<file path="src/rtl/dispatch_unit_pkg.sv">
// Shared dispatch / issue-queue types: ROB and register geometry, the
// buffered entry layout and the dispatch FSM state encoding.
package dispatch_unit_pkg;

  localparam int ROB_SIZE      = 16;
  localparam int ROB_SIZE_LOG2 = 4;
  localparam int NUM_REG_LOG2  = 6;
  localparam int REG_W         = NUM_REG_LOG2 + 1;
  localparam int REG_SIZE      = 1 << REG_W;
  localparam int UOP_W         = 5;
  localparam int IMM_W         = 32;
  localparam int BUF_DEPTH     = 2;

  typedef logic [REG_W-1:0]         preg_t;
  typedef logic [ROB_SIZE_LOG2-1:0] rob_idx_t;

  typedef struct packed {
    logic [UOP_W-1:0] uop;
    preg_t            prs1;
    preg_t            prs2;
    preg_t            prd;
    logic [IMM_W-1:0] imm;
    rob_idx_t         rob_index;
  } dispatch_entry_t;

  typedef enum logic {
    RUN     = 1'b0,
    RECOVER = 1'b1
  } dispatch_state_t;

  // ROB pointers wrap naturally because ROB_SIZE is a power of two.
  function automatic rob_idx_t rob_inc(input rob_idx_t idx);
    return idx + rob_idx_t'(1);
  endfunction

endpackage

</file>
<file path="src/rtl/dispatch_unit_if.sv">
// Dispatch -> issue-queue bus. The dispatch unit is the master: it presents
// a uop with iq_valid and the queue pushes back with iq_stall.
interface dispatch_unit_if;
  import dispatch_unit_pkg::*;

  logic             iq_valid;
  logic             iq_stall;
  rob_idx_t         iq_rob_index;
  logic [UOP_W-1:0] iq_uop;
  preg_t            iq_prs1;
  preg_t            iq_prs2;
  preg_t            iq_prd;
  logic [IMM_W-1:0] iq_imm;

  modport master (
    output iq_valid, iq_rob_index, iq_uop, iq_prs1, iq_prs2, iq_prd, iq_imm,
    input  iq_stall
  );

  modport slave (
    input  iq_valid, iq_rob_index, iq_uop, iq_prs1, iq_prs2, iq_prd, iq_imm,
    output iq_stall
  );
endinterface

</file>
<file path="src/rtl/dispatch_unit_fifo.sv">
// Small circular skid FIFO of dispatch entries. Push into a full FIFO and
// pop from an empty FIFO are ignored; clear empties it in one cycle.
// The storage is reset so the head reads as zero straight out of reset.
module dispatch_fifo
  import dispatch_unit_pkg::*;
#(
  parameter int DEPTH = 2
) (
  input  logic                    clk,
  input  logic                    rst,
  input  logic                    push,
  input  logic                    pop,
  input  logic                    clear,
  input  dispatch_entry_t         wdata,
  output dispatch_entry_t         rdata,
  output logic [$clog2(DEPTH):0]  count,
  output logic                    empty
);

  localparam int PTR_W = $clog2(DEPTH);
  localparam int CNT_W = PTR_W + 1;

  dispatch_entry_t  mem [DEPTH];
  logic [PTR_W-1:0] wr_ptr;
  logic [PTR_W-1:0] rd_ptr;
  logic             full;
  logic             do_push;
  logic             do_pop;

  assign full    = (count == CNT_W'(DEPTH));
  assign empty   = (count == '0);
  assign do_push = push && !full;
  assign do_pop  = pop && !empty;
  assign rdata   = mem[rd_ptr];

  // Pointer, occupancy and storage update; clear wins over push/pop.
  always_ff @(posedge clk or negedge rst) begin
    if (!rst) begin
      wr_ptr <= '0;
      rd_ptr <= '0;
      count  <= '0;
      for (int i = 0; i < DEPTH; i++) mem[i] <= '0;
    end else if (clear) begin
      wr_ptr <= '0;
      rd_ptr <= '0;
      count  <= '0;
    end else begin
      if (do_push) begin
        mem[wr_ptr] <= wdata;
        wr_ptr      <= wr_ptr + PTR_W'(1);
      end
      if (do_pop) rd_ptr <= rd_ptr + PTR_W'(1);
      case ({do_push, do_pop})
        2'b10:   count <= count + CNT_W'(1);
        2'b01:   count <= count - CNT_W'(1);
        default: count <= count;
      endcase
    end
  end

endmodule

</file>
<file path="src/rtl/dispatch_unit.sv">
// Dispatch stage: allocates a ROB slot for each renamed uop, buffers it in a
// skid FIFO and presents it to the issue queue, tracking ROB occupancy from
// commit and recovering from a pipeline flush.
// Optional feature: define DISPATCH_STATS_EN to add the stall_cycles counter.
module dispatch_unit
  import dispatch_unit_pkg::*;
#(
  parameter int BUF_DEPTH = dispatch_unit_pkg::BUF_DEPTH
) (
  input  logic                   clk,
  input  logic                   rst,
  input  logic                   ren_valid,
  output logic                   ren_ready,
  input  logic [UOP_W-1:0]       ren_uop,
  input  preg_t                  ren_prs1,
  input  preg_t                  ren_prs2,
  input  preg_t                  ren_prd,
  input  logic [IMM_W-1:0]       ren_imm,
  dispatch_unit_if.master        iq,
  input  logic                   commit_valid,
  input  logic                   flush,
  output logic [ROB_SIZE_LOG2:0] rob_count
`ifdef DISPATCH_STATS_EN
  ,
  output logic [31:0]            stall_cycles
`endif
);

  localparam int CNT_W = $clog2(BUF_DEPTH) + 1;
  localparam int RCW   = ROB_SIZE_LOG2 + 1;

  dispatch_state_t  state;
  rob_idx_t         rob_head;
  rob_idx_t         rob_tail;
  logic [CNT_W-1:0] fifo_count;
  logic             fifo_empty;
  dispatch_entry_t  push_entry;
  dispatch_entry_t  head_entry;
  logic             run;
  logic             accept;
  logic             issue;
  logic             commit_ok;

  // Ready only looks at registered state, so a pop in the same cycle as a
  // full FIFO does not reopen the rename handshake until the next cycle.
  assign run       = (state == RUN);
  assign ren_ready = run && (fifo_count < CNT_W'(BUF_DEPTH)) &&
                     (rob_count < RCW'(ROB_SIZE));
  assign accept    = ren_valid && ren_ready && !flush;
  assign commit_ok = commit_valid && (rob_count != '0) && !flush;

  assign iq.iq_valid = run && !fifo_empty;
  assign issue       = iq.iq_valid && !iq.iq_stall;

  assign push_entry.uop       = ren_uop;
  assign push_entry.prs1      = ren_prs1;
  assign push_entry.prs2      = ren_prs2;
  assign push_entry.prd       = ren_prd;
  assign push_entry.imm       = ren_imm;
  assign push_entry.rob_index = rob_tail;

  dispatch_fifo #(.DEPTH(BUF_DEPTH)) u_fifo (
    .clk   (clk),
    .rst   (rst),
    .push  (accept),
    .pop   (issue),
    .clear (flush),
    .wdata (push_entry),
    .rdata (head_entry),
    .count (fifo_count),
    .empty (fifo_empty)
  );

  // The head entry drives the queue directly, so it stays put while stalled.
  assign iq.iq_uop       = head_entry.uop;
  assign iq.iq_prs1      = head_entry.prs1;
  assign iq.iq_prs2      = head_entry.prs2;
  assign iq.iq_prd       = head_entry.prd;
  assign iq.iq_imm       = head_entry.imm;
  assign iq.iq_rob_index = head_entry.rob_index;

  // Run/recover FSM with ROB head/tail pointers and the live-entry count.
  always_ff @(posedge clk or negedge rst) begin
    if (!rst) begin
      state     <= RUN;
      rob_head  <= '0;
      rob_tail  <= '0;
      rob_count <= '0;
    end else begin
      case (state)
        RUN:     state <= flush ? RECOVER : RUN;
        RECOVER: state <= flush ? RECOVER : RUN;
        default: state <= RUN;
      endcase
      if (flush) begin
        rob_tail  <= rob_head;
        rob_count <= '0;
      end else begin
        if (accept)    rob_tail <= rob_inc(rob_tail);
        if (commit_ok) rob_head <= rob_inc(rob_head);
        case ({accept, commit_ok})
          2'b10:   rob_count <= rob_count + RCW'(1);
          2'b01:   rob_count <= rob_count - RCW'(1);
          default: rob_count <= rob_count;
        endcase
      end
    end
  end

`ifdef DISPATCH_STATS_EN
  function automatic logic [31:0] sat_inc32(input logic [31:0] v);
    return (v == '1) ? v : v + 32'd1;
  endfunction

  // Count cycles a valid uop sits stalled; only reset clears it.
  always_ff @(posedge clk or negedge rst) begin
    if (!rst) begin
      stall_cycles <= '0;
    end else if (iq.iq_valid && iq.iq_stall) begin
      stall_cycles <= sat_inc32(stall_cycles);
    end
  end
`endif

endmodule
</file>
<file path="src/flat_wrapper.sv">
// flat-port wrapper written by rule: the top's interface ports become plain ports
module dispatch_unit_flat import dispatch_unit_pkg::*;
#(
  parameter int BUF_DEPTH = dispatch_unit_pkg::BUF_DEPTH
)
  (clk, rst, ren_valid, ren_ready, ren_uop, ren_prs1, ren_prs2, ren_prd, ren_imm, commit_valid, flush, rob_count, iq_iq_valid, iq_iq_rob_index, iq_iq_uop, iq_iq_prs1, iq_iq_prs2, iq_iq_prd, iq_iq_imm, iq_iq_stall);
  dispatch_unit_if iq_i ();
  input  logic clk;
  input  logic rst;
  input  logic ren_valid;
  output logic ren_ready;
  input  logic [UOP_W-1:0] ren_uop;
  input  preg_t ren_prs1;
  input  preg_t ren_prs2;
  input  preg_t ren_prd;
  input  logic [IMM_W-1:0] ren_imm;
  input  logic commit_valid;
  input  logic flush;
  output logic [ROB_SIZE_LOG2:0] rob_count;
  output wire logic [$bits(iq_i.iq_valid)-1:0] iq_iq_valid;
  output wire logic [$bits(iq_i.iq_rob_index)-1:0] iq_iq_rob_index;
  output wire logic [$bits(iq_i.iq_uop)-1:0] iq_iq_uop;
  output wire logic [$bits(iq_i.iq_prs1)-1:0] iq_iq_prs1;
  output wire logic [$bits(iq_i.iq_prs2)-1:0] iq_iq_prs2;
  output wire logic [$bits(iq_i.iq_prd)-1:0] iq_iq_prd;
  output wire logic [$bits(iq_i.iq_imm)-1:0] iq_iq_imm;
  input wire logic [$bits(iq_i.iq_stall)-1:0] iq_iq_stall;
  assign iq_iq_valid = iq_i.iq_valid;
  assign iq_iq_rob_index = iq_i.iq_rob_index;
  assign iq_iq_uop = iq_i.iq_uop;
  assign iq_iq_prs1 = iq_i.iq_prs1;
  assign iq_iq_prs2 = iq_i.iq_prs2;
  assign iq_iq_prd = iq_i.iq_prd;
  assign iq_iq_imm = iq_i.iq_imm;
  assign iq_i.iq_stall = iq_iq_stall;
  dispatch_unit #(.BUF_DEPTH(BUF_DEPTH)) u_core (.clk(clk), .rst(rst), .ren_valid(ren_valid), .ren_ready(ren_ready), .ren_uop(ren_uop), .ren_prs1(ren_prs1), .ren_prs2(ren_prs2), .ren_prd(ren_prd), .ren_imm(ren_imm), .iq(iq_i), .commit_valid(commit_valid), .flush(flush), .rob_count(rob_count));
endmodule
</file>
<file path="config.mk">
export PLATFORM = sky130hd
export DESIGN_NAME = dispatch_unit_flat
export DESIGN_NICKNAME = d
export VERILOG_FILES = /design/src/rtl/dispatch_unit_pkg.sv /design/src/rtl/dispatch_unit_if.sv /design/src/rtl/dispatch_unit_fifo.sv /design/src/rtl/dispatch_unit.sv /design/src/flat_wrapper.sv
export SDC_FILE = /design/constraint.sdc
export NUM_CORES = 1
export LEC_CHECK = 0
export CORE_MARGIN = 1
export CORE_UTILIZATION = 54
export DETAILED_ROUTE_END_ITERATION = 8
export DONT_BUFFER_PORTS = 1
export GPL_ROUTABILITY_DRIVEN = 0
export PLACE_DENSITY = 0.8
export SYNTH_ARGS = -nofsm -noshare
export SYNTH_HDL_FRONTEND = slang
export SYNTH_HIERARCHICAL = 1
export SYNTH_SLANG_ARGS = --single-unit
</file>
<file path="constraint.sdc">
create_clock -name clk -period 3.13 [get_ports clk]
set_clock_uncertainty 0.05 [all_clocks]
set_input_delay 0.7825 -clock clk [delete_from_list [all_inputs] [get_ports clk]]
set_output_delay 0.7825 -clock clk [all_outputs]
set_load 0.005 [all_outputs]
</file>
Yosys cells after proc, flatten, opt, wreduce, memory -nomap -nowiden --
Index checks and enable logic that the tools add are counted.
Storage, ports and cells: flip-flop bits (word level) 142, input port bits 64, output and inout bits 69, logic and storage cells 82
Cells by class: add/subtract/negate cells 8, order comparisons 5, eq/ne operators 5, multiplexer cells 17, bitwise logic cells 4, reduce and logical (&&, ||, !) cells 24
Operators by type and width (count):
- 62-bit two-way mux | 4
- 124-bit bitwise mux | 1
- 62-bit demux with 1-bit select | 1
- 1-bit logical AND | 11
- 5-bit one-hot mux with 2 select lines | 1
- 4-bit by 1-bit adder with 4-bit output, second input constant | 2
- 4-bit two-way mux | 2
- 2-bit equality test, second input constant | 3
- 2-bit nonzero test | 3
- 3-bit nonzero test | 2
- 5-bit by 1-bit adder with 5-bit output, second input constant | 1
- 5-bit < comparator, second input constant | 1
- 1-bit two-way mux | 5
- 5-bit two-way mux | 1
- 5-bit nonzero test | 1
- 5-bit by 1-bit subtractor with 5-bit output, second input constant | 1
- 2-bit by 1-bit equality test with 1-bit output, second input constant | 2
- 2-bit greater-or-equal comparator, second input constant | 2
- 1-bit logical NOT | 4
- 1-bit inverter with 2-bit output | 2
- 2-bit one-hot mux with 2 select lines | 1
- 2-bit AND reduction | 2
- 1-bit adder, second input constant | 2
- 2-bit by 1-bit adder with 2-bit output, second input constant | 1
- 6 further kinds | 7

Depth between registers and ports, before layout --
Gate-level depths: netlist (run 1).
depth in word-level cells 9, gate-level depth with buffers 9

By module --
The synthesis (run 1) kept the hierarchy.
By module, submodules not included:
- dispatch_fifo | instances 1, cells each 354, area each 5789.3 µm², seq. area each 3203.1 µm²
- dispatch_unit | instances 1, cells each 85, area each 853.3 µm², seq. area each 350.3 µm²

Worst setup path after synthesis (run 1) --
No wires, ideal clock.
kind flip-flop to flip-flop, start point register u_core.rob_count[3], end point register u_core.rob_count[4], setup time 0.082 ns, arrival time 2.655 ns, required time 2.998 ns, path slack 0.343 ns, cell stages (with the launch flop) 10, buffers on the path 0, period minus slack after synthesis 2.787 ns, path through dfrtp_1 > or4_4 > o211a_1 > nand2_1 > inv_1 > ha_1 > nor2b_1 > o21a_1 > or4b_1 > a31oi_1
On the way: word-level cells in the longest chain between the ends 7, elaborated cells on any way between the ends 14, those cells by class add/sub (2); order compare (1); eq/ne (2); mux (2); reduce/logical (7)
Ends and longest elaborated chain:
- start, declared | RTL line dispatch_unit.sv:22 | output logic [ROB_SIZE_LOG2:0] rob_count
- start signal, assigned | RTL line dispatch_unit.sv:102 | 2'b10: rob_count <= rob_count + RCW'(1);
- start signal, assigned | RTL line dispatch_unit.sv:103 | 2'b01: rob_count <= rob_count - RCW'(1);
- start signal, assigned | RTL line dispatch_unit.sv:104 | default: rob_count <= rob_count;
- 5-bit < comparator | RTL line dispatch_unit.sv:48 | (rob_count < RCW'(ROB_SIZE));
- 1-bit logical AND | RTL line dispatch_unit.sv:47 | assign ren_ready = run && (fifo_count < CNT_W'(BUF_DEPTH)) &&
- 1-bit logical AND (2 in series) | RTL line dispatch_unit.sv:49 | assign accept = ren_valid && ren_ready && !flush;
- 2-bit by 1-bit equality test with 1-bit output or 2-bit equality test (tied branches) | RTL line dispatch_unit.sv:101 | case ({accept, commit_ok})
- 5-bit one-hot mux with 2 select lines | RTL line dispatch_unit.sv:101
- 5-bit two-way mux | RTL line dispatch_unit.sv:95 | if (flush) begin
Several ways; a longest one is shown, not always the timed one. A chain may end at the register's enable or synchronous reset.

Final worst setup path (run 1) --
Ends and elaborated chain as after synthesis.

==> metrics, run 1 <==
Initial Util=55.30%; endpoints failing setup=0; fillcell total=a little under 900; sw power=approximately 1500 uW; Post-layout nets=518; Routed Antenna Nets=0; Clock transition at path regs=60 ps; total global routing overflow=0; Seq/Total Area, Yosys=around 53%; setup_tns=0 ps; synth warn=6; MaxCap Viol Count=0; Slew HR=a little under half; clk buf depth=2; Pleak=around 0.0035 uW; initial antenna violation count=0; post-synth top area share=around 53%; I/O pins=between 100 and 150; Syn Area/Cell=15.13 sq um; Worst Setup End Kind=flip-flop; postcts setup bufs=0; input/output buffers=0; fmax=roughly 330 MHz; Slew Limit Fails=0; post-DP HPWL=~7700 um; layout cell share with drive strength beyond 1=between 40% and 50%; synth-to-layout area growth=11.34%; min Tclk post-route=3006 ps; Hold Vio Cnt, Final=0; Worst-Skew Late Latency=approximately 400 ps; VDD IR max=approximately 460 uV; DR WL/cell=approximately 21 um; switching share of total power=26.45%; Synth area leader=dfrtp_1; HP Class=in -> async; H-tree lvl count=4; vias in the first global route=3881; WL final=12690 um; drt pass-1 iters=5; combinational power share=between 20% and 30%; CTS Root Cell=clkbuf_16; Row Count=40; Clk pwr share=a little under a third; Pwr Density=790.0 nW/um^2; commonest non-fill, non-tap cell in the layout=dfrtp_1; CORE AREA=around 12000 sq um; number of DRC markers in iteration 0=about 170; Worst setup SP type=flip-flop; RSZ-0062 raised after global routing=no; Num CTS Buffers=17; Critical Path Fanout Max=5; Die Wd=112.9 um; synthesis-stage register bit count=between 100 and 150; Worst EP required=about 3400 ps; Compound-Gate Fraction of Synth Area=2.128%; Final Cycle Share=a little over nine tenths; DR vias=around 3600; CTS tree=yes; critical path class=reg -> reg; internal reg-to-reg setup slack=120 ps; gr usage total=between 20% and 30%; Simple-Gate Fraction of Synth Area=under 10%; n_diodes=0; CP max-delay cell=or4_4; slew at the pin closest to its max-slew limit=791.9 ps; reg2reg end=u_core/rob_count[4]; syn_nets=roughly 510; worst-path cell chain=or4_4, o211a_1, nand2_1, inv_1, ha_1, nor2b_1, o21a_1, or4b_1, a31oi_1; Die Area=between 10000 and 15000 sq um; outcome=finished clean; commonest cells after routing, fill and taps aside=141 x dfrtp_1, 122 x mux2_2, 60 x mux2_4, 17 x clkbuf_16, 11 x nand2_1; Vert. Die Dim=~110 um; Post-Synth XOR/XNOR Area=1.187%; P_int=about 4300 uW; PnR Total Power=between 5000 and 6000 uW; drt drc=0; Synth cell types=42; cells after synthesis=roughly 440; clk sinks=roughly 140; main combinational cell family by area after synthesis=multiplexers; CP max stage delay=570 ps; largest net degree at the start of global routing=75; Post-Syn Area=roughly 6600 sq um; post-synthesis mux area share=35.90%; Reg power frac=a little under half; drt via density=about 5.9; Data arrival, critical path=3290 ps; R2R depth=9; RR Startpoint=u_core/rob_count[3]; Area contributors post-synth=dfrtp_1 53%, mux2_2 21%, mux2_4 14%, mux2_1 1.4%, buf_6 1.0%; first-pass GRT wire length=20050 um; synthesized-area fraction occupied by adder cells=1.243%
-- state kept, by name (all words and copies together), names as in the netlist --
signal	count
u_core/u_fifo/mem	124
u_core/u_fifo/wr_ptr	1
u_core/state	1
u_core/u_fifo/rd_ptr	1
u_core/rob_tail	4
u_core/u_fifo/count	2
u_core/rob_head	4
u_core/rob_count	5
-- power groups by stage --
stage,registers [uW],clock network (uW),logic (uW)
4_1_cts,2670,1900,1330
3_3_place_gp,2650,0,1220
5_1_grt,2740,1980,1430
6_report,2670,1850,1320
2_1_floorplan,2590,0,1090
3_5_place_dp,2700,0,1270
-- final cells by class --
type / count / area (sq um) / share of cell area (%)
timing repair buffer: 11 / 155.1 / 2.098
clock inverter: 7 / 62.56 / 0.8459
sequential: 142 / 3555 / 48.06
multi-input combinational: 271 / 2939 / 39.74
inverter: 5 / 18.77 / 0.2538
tap: 147 / 183.9 / 2.487
clock buffer: 24 / 481.7 / 6.513
-- how the worst max path moves through the flow --
stage | start | slack [ps] | end | cells after the start
5_1_grt | u_core/rob_count[4] | 0.4 | u_core/rob_count[4] | 9
2_1_floorplan | u_core/rob_count[3] | 340 | u_core/rob_count[4] | 9
3_3_place_gp | u_core/rob_count[3] | 250 | u_core/rob_count[4] | 9
3_5_place_dp | u_core/rob_count[3] | 180 | u_core/rob_count[4] | 9
4_1_cts | u_core/rob_count[3] | 150 | u_core/rob_count[4] | 9
6_report | u_core/rob_count[3] | 120 | u_core/rob_count[4] | 9
-- metal layers --
| metal | GRT usage, % | part of all wire (%) | vias to the layer above |
|---|---|---|---|
| met4 | 7.368 | 1.5 | 0 |
| met2 | 34.36 | 50 | 120 |
| met1 | 25.24 | 42 | 1867 |
| li1 | - | - | 1599 |
| met5 | 0 | 0 | - |
| met3 | 7.927 | 7.1 | 19 |
-- logic make-up after synthesis --
family,count (synthesis)
and+or+nand+nor,41
AOI/OAI and AO/OA,23
muxes,192
DFF,142
xor gates and xnor gates,9
adders and majority gates,6
buffers and inverters,26
-- stage by stage --
step | utilization (%) | hold slack (ps) | instances | instance area, sq um | setup WS [ps]
finish | 61.57 | 137.7 | 607 | 7396 | 123.6
global route | 61.57 | 126.9 | 607 | 7396 | 0.4210
CTS | 61.57 | 124.4 | 607 | 7396 | 153.2
detailed placement | 56.40 | 412.0 | 572 | 6774 | 180.2
global placement | 56.40 | 410.3 | 572 | 6774 | 251.5
floorplan | - | 391.8 | 439 | 6643 | 343.0
-- timing repair --
action / in CTS / in global routing
hold buffers: 4 / 0
setup endpoints to repair: 0 / 0
endpoints found under the hold margin: 74 / 0
resized for setup: 0 / 0
-- cell usage after synthesis --
master,count
and3_1,1
buf_2,6
o211a_1,1
nor2b_1,2
mux2_1,8
fa_1,1
a211o_1,1
nand3_1,3
o21a_1,1
or4b_1,2
or3_1,1
clkbuf_1,5
nand2b_1,1
a22oi_1,1
nor2_1,8
a21oi_1,6
o21ai_0,7
buf_1,3
xnor2_1,6
mux2_4,60
nor4_1,1
nand2_1,11
buf_4,1
nor3_1,2
mux2_2,122
nor4b_2,1
or4_4,1
nor4_4,1
or4b_2,1
buf_6,6
xor2_1,3
nand4_1,2
a21o_1,1
a31oi_1,3
o211ai_1,1
dfrtp_1,142
nor2b_2,1
inv_1,5
mux2i_1,2
o21ai_2,1
nand3b_1,2
ha_1,5
-- worst max-delay path: cells and delay by family (launching register included) --
family                   cells  cell delay (ps)
AND/OR/NAND/NOR              4             1360
AO/OA/AOI/OAI                3              650
flip-flops                   1              440
adder cells (fa/ha/maj)      1              340
buffers and inverters        1               90
Power figures use the tool's default switching activity.
==> inputs of run 2 (changes only) <==
CORE_MARGIN = default   (was 1)
==> results of run 2 <==
The final DEF is identical to that of run 1; final timing and power are the same.
==> inputs of run 3 (changes only) <==
SLEW_MARGIN = 20   (was default)
==> results of run 3 <==
The final DEF is identical to that of run 1; final timing and power are the same.
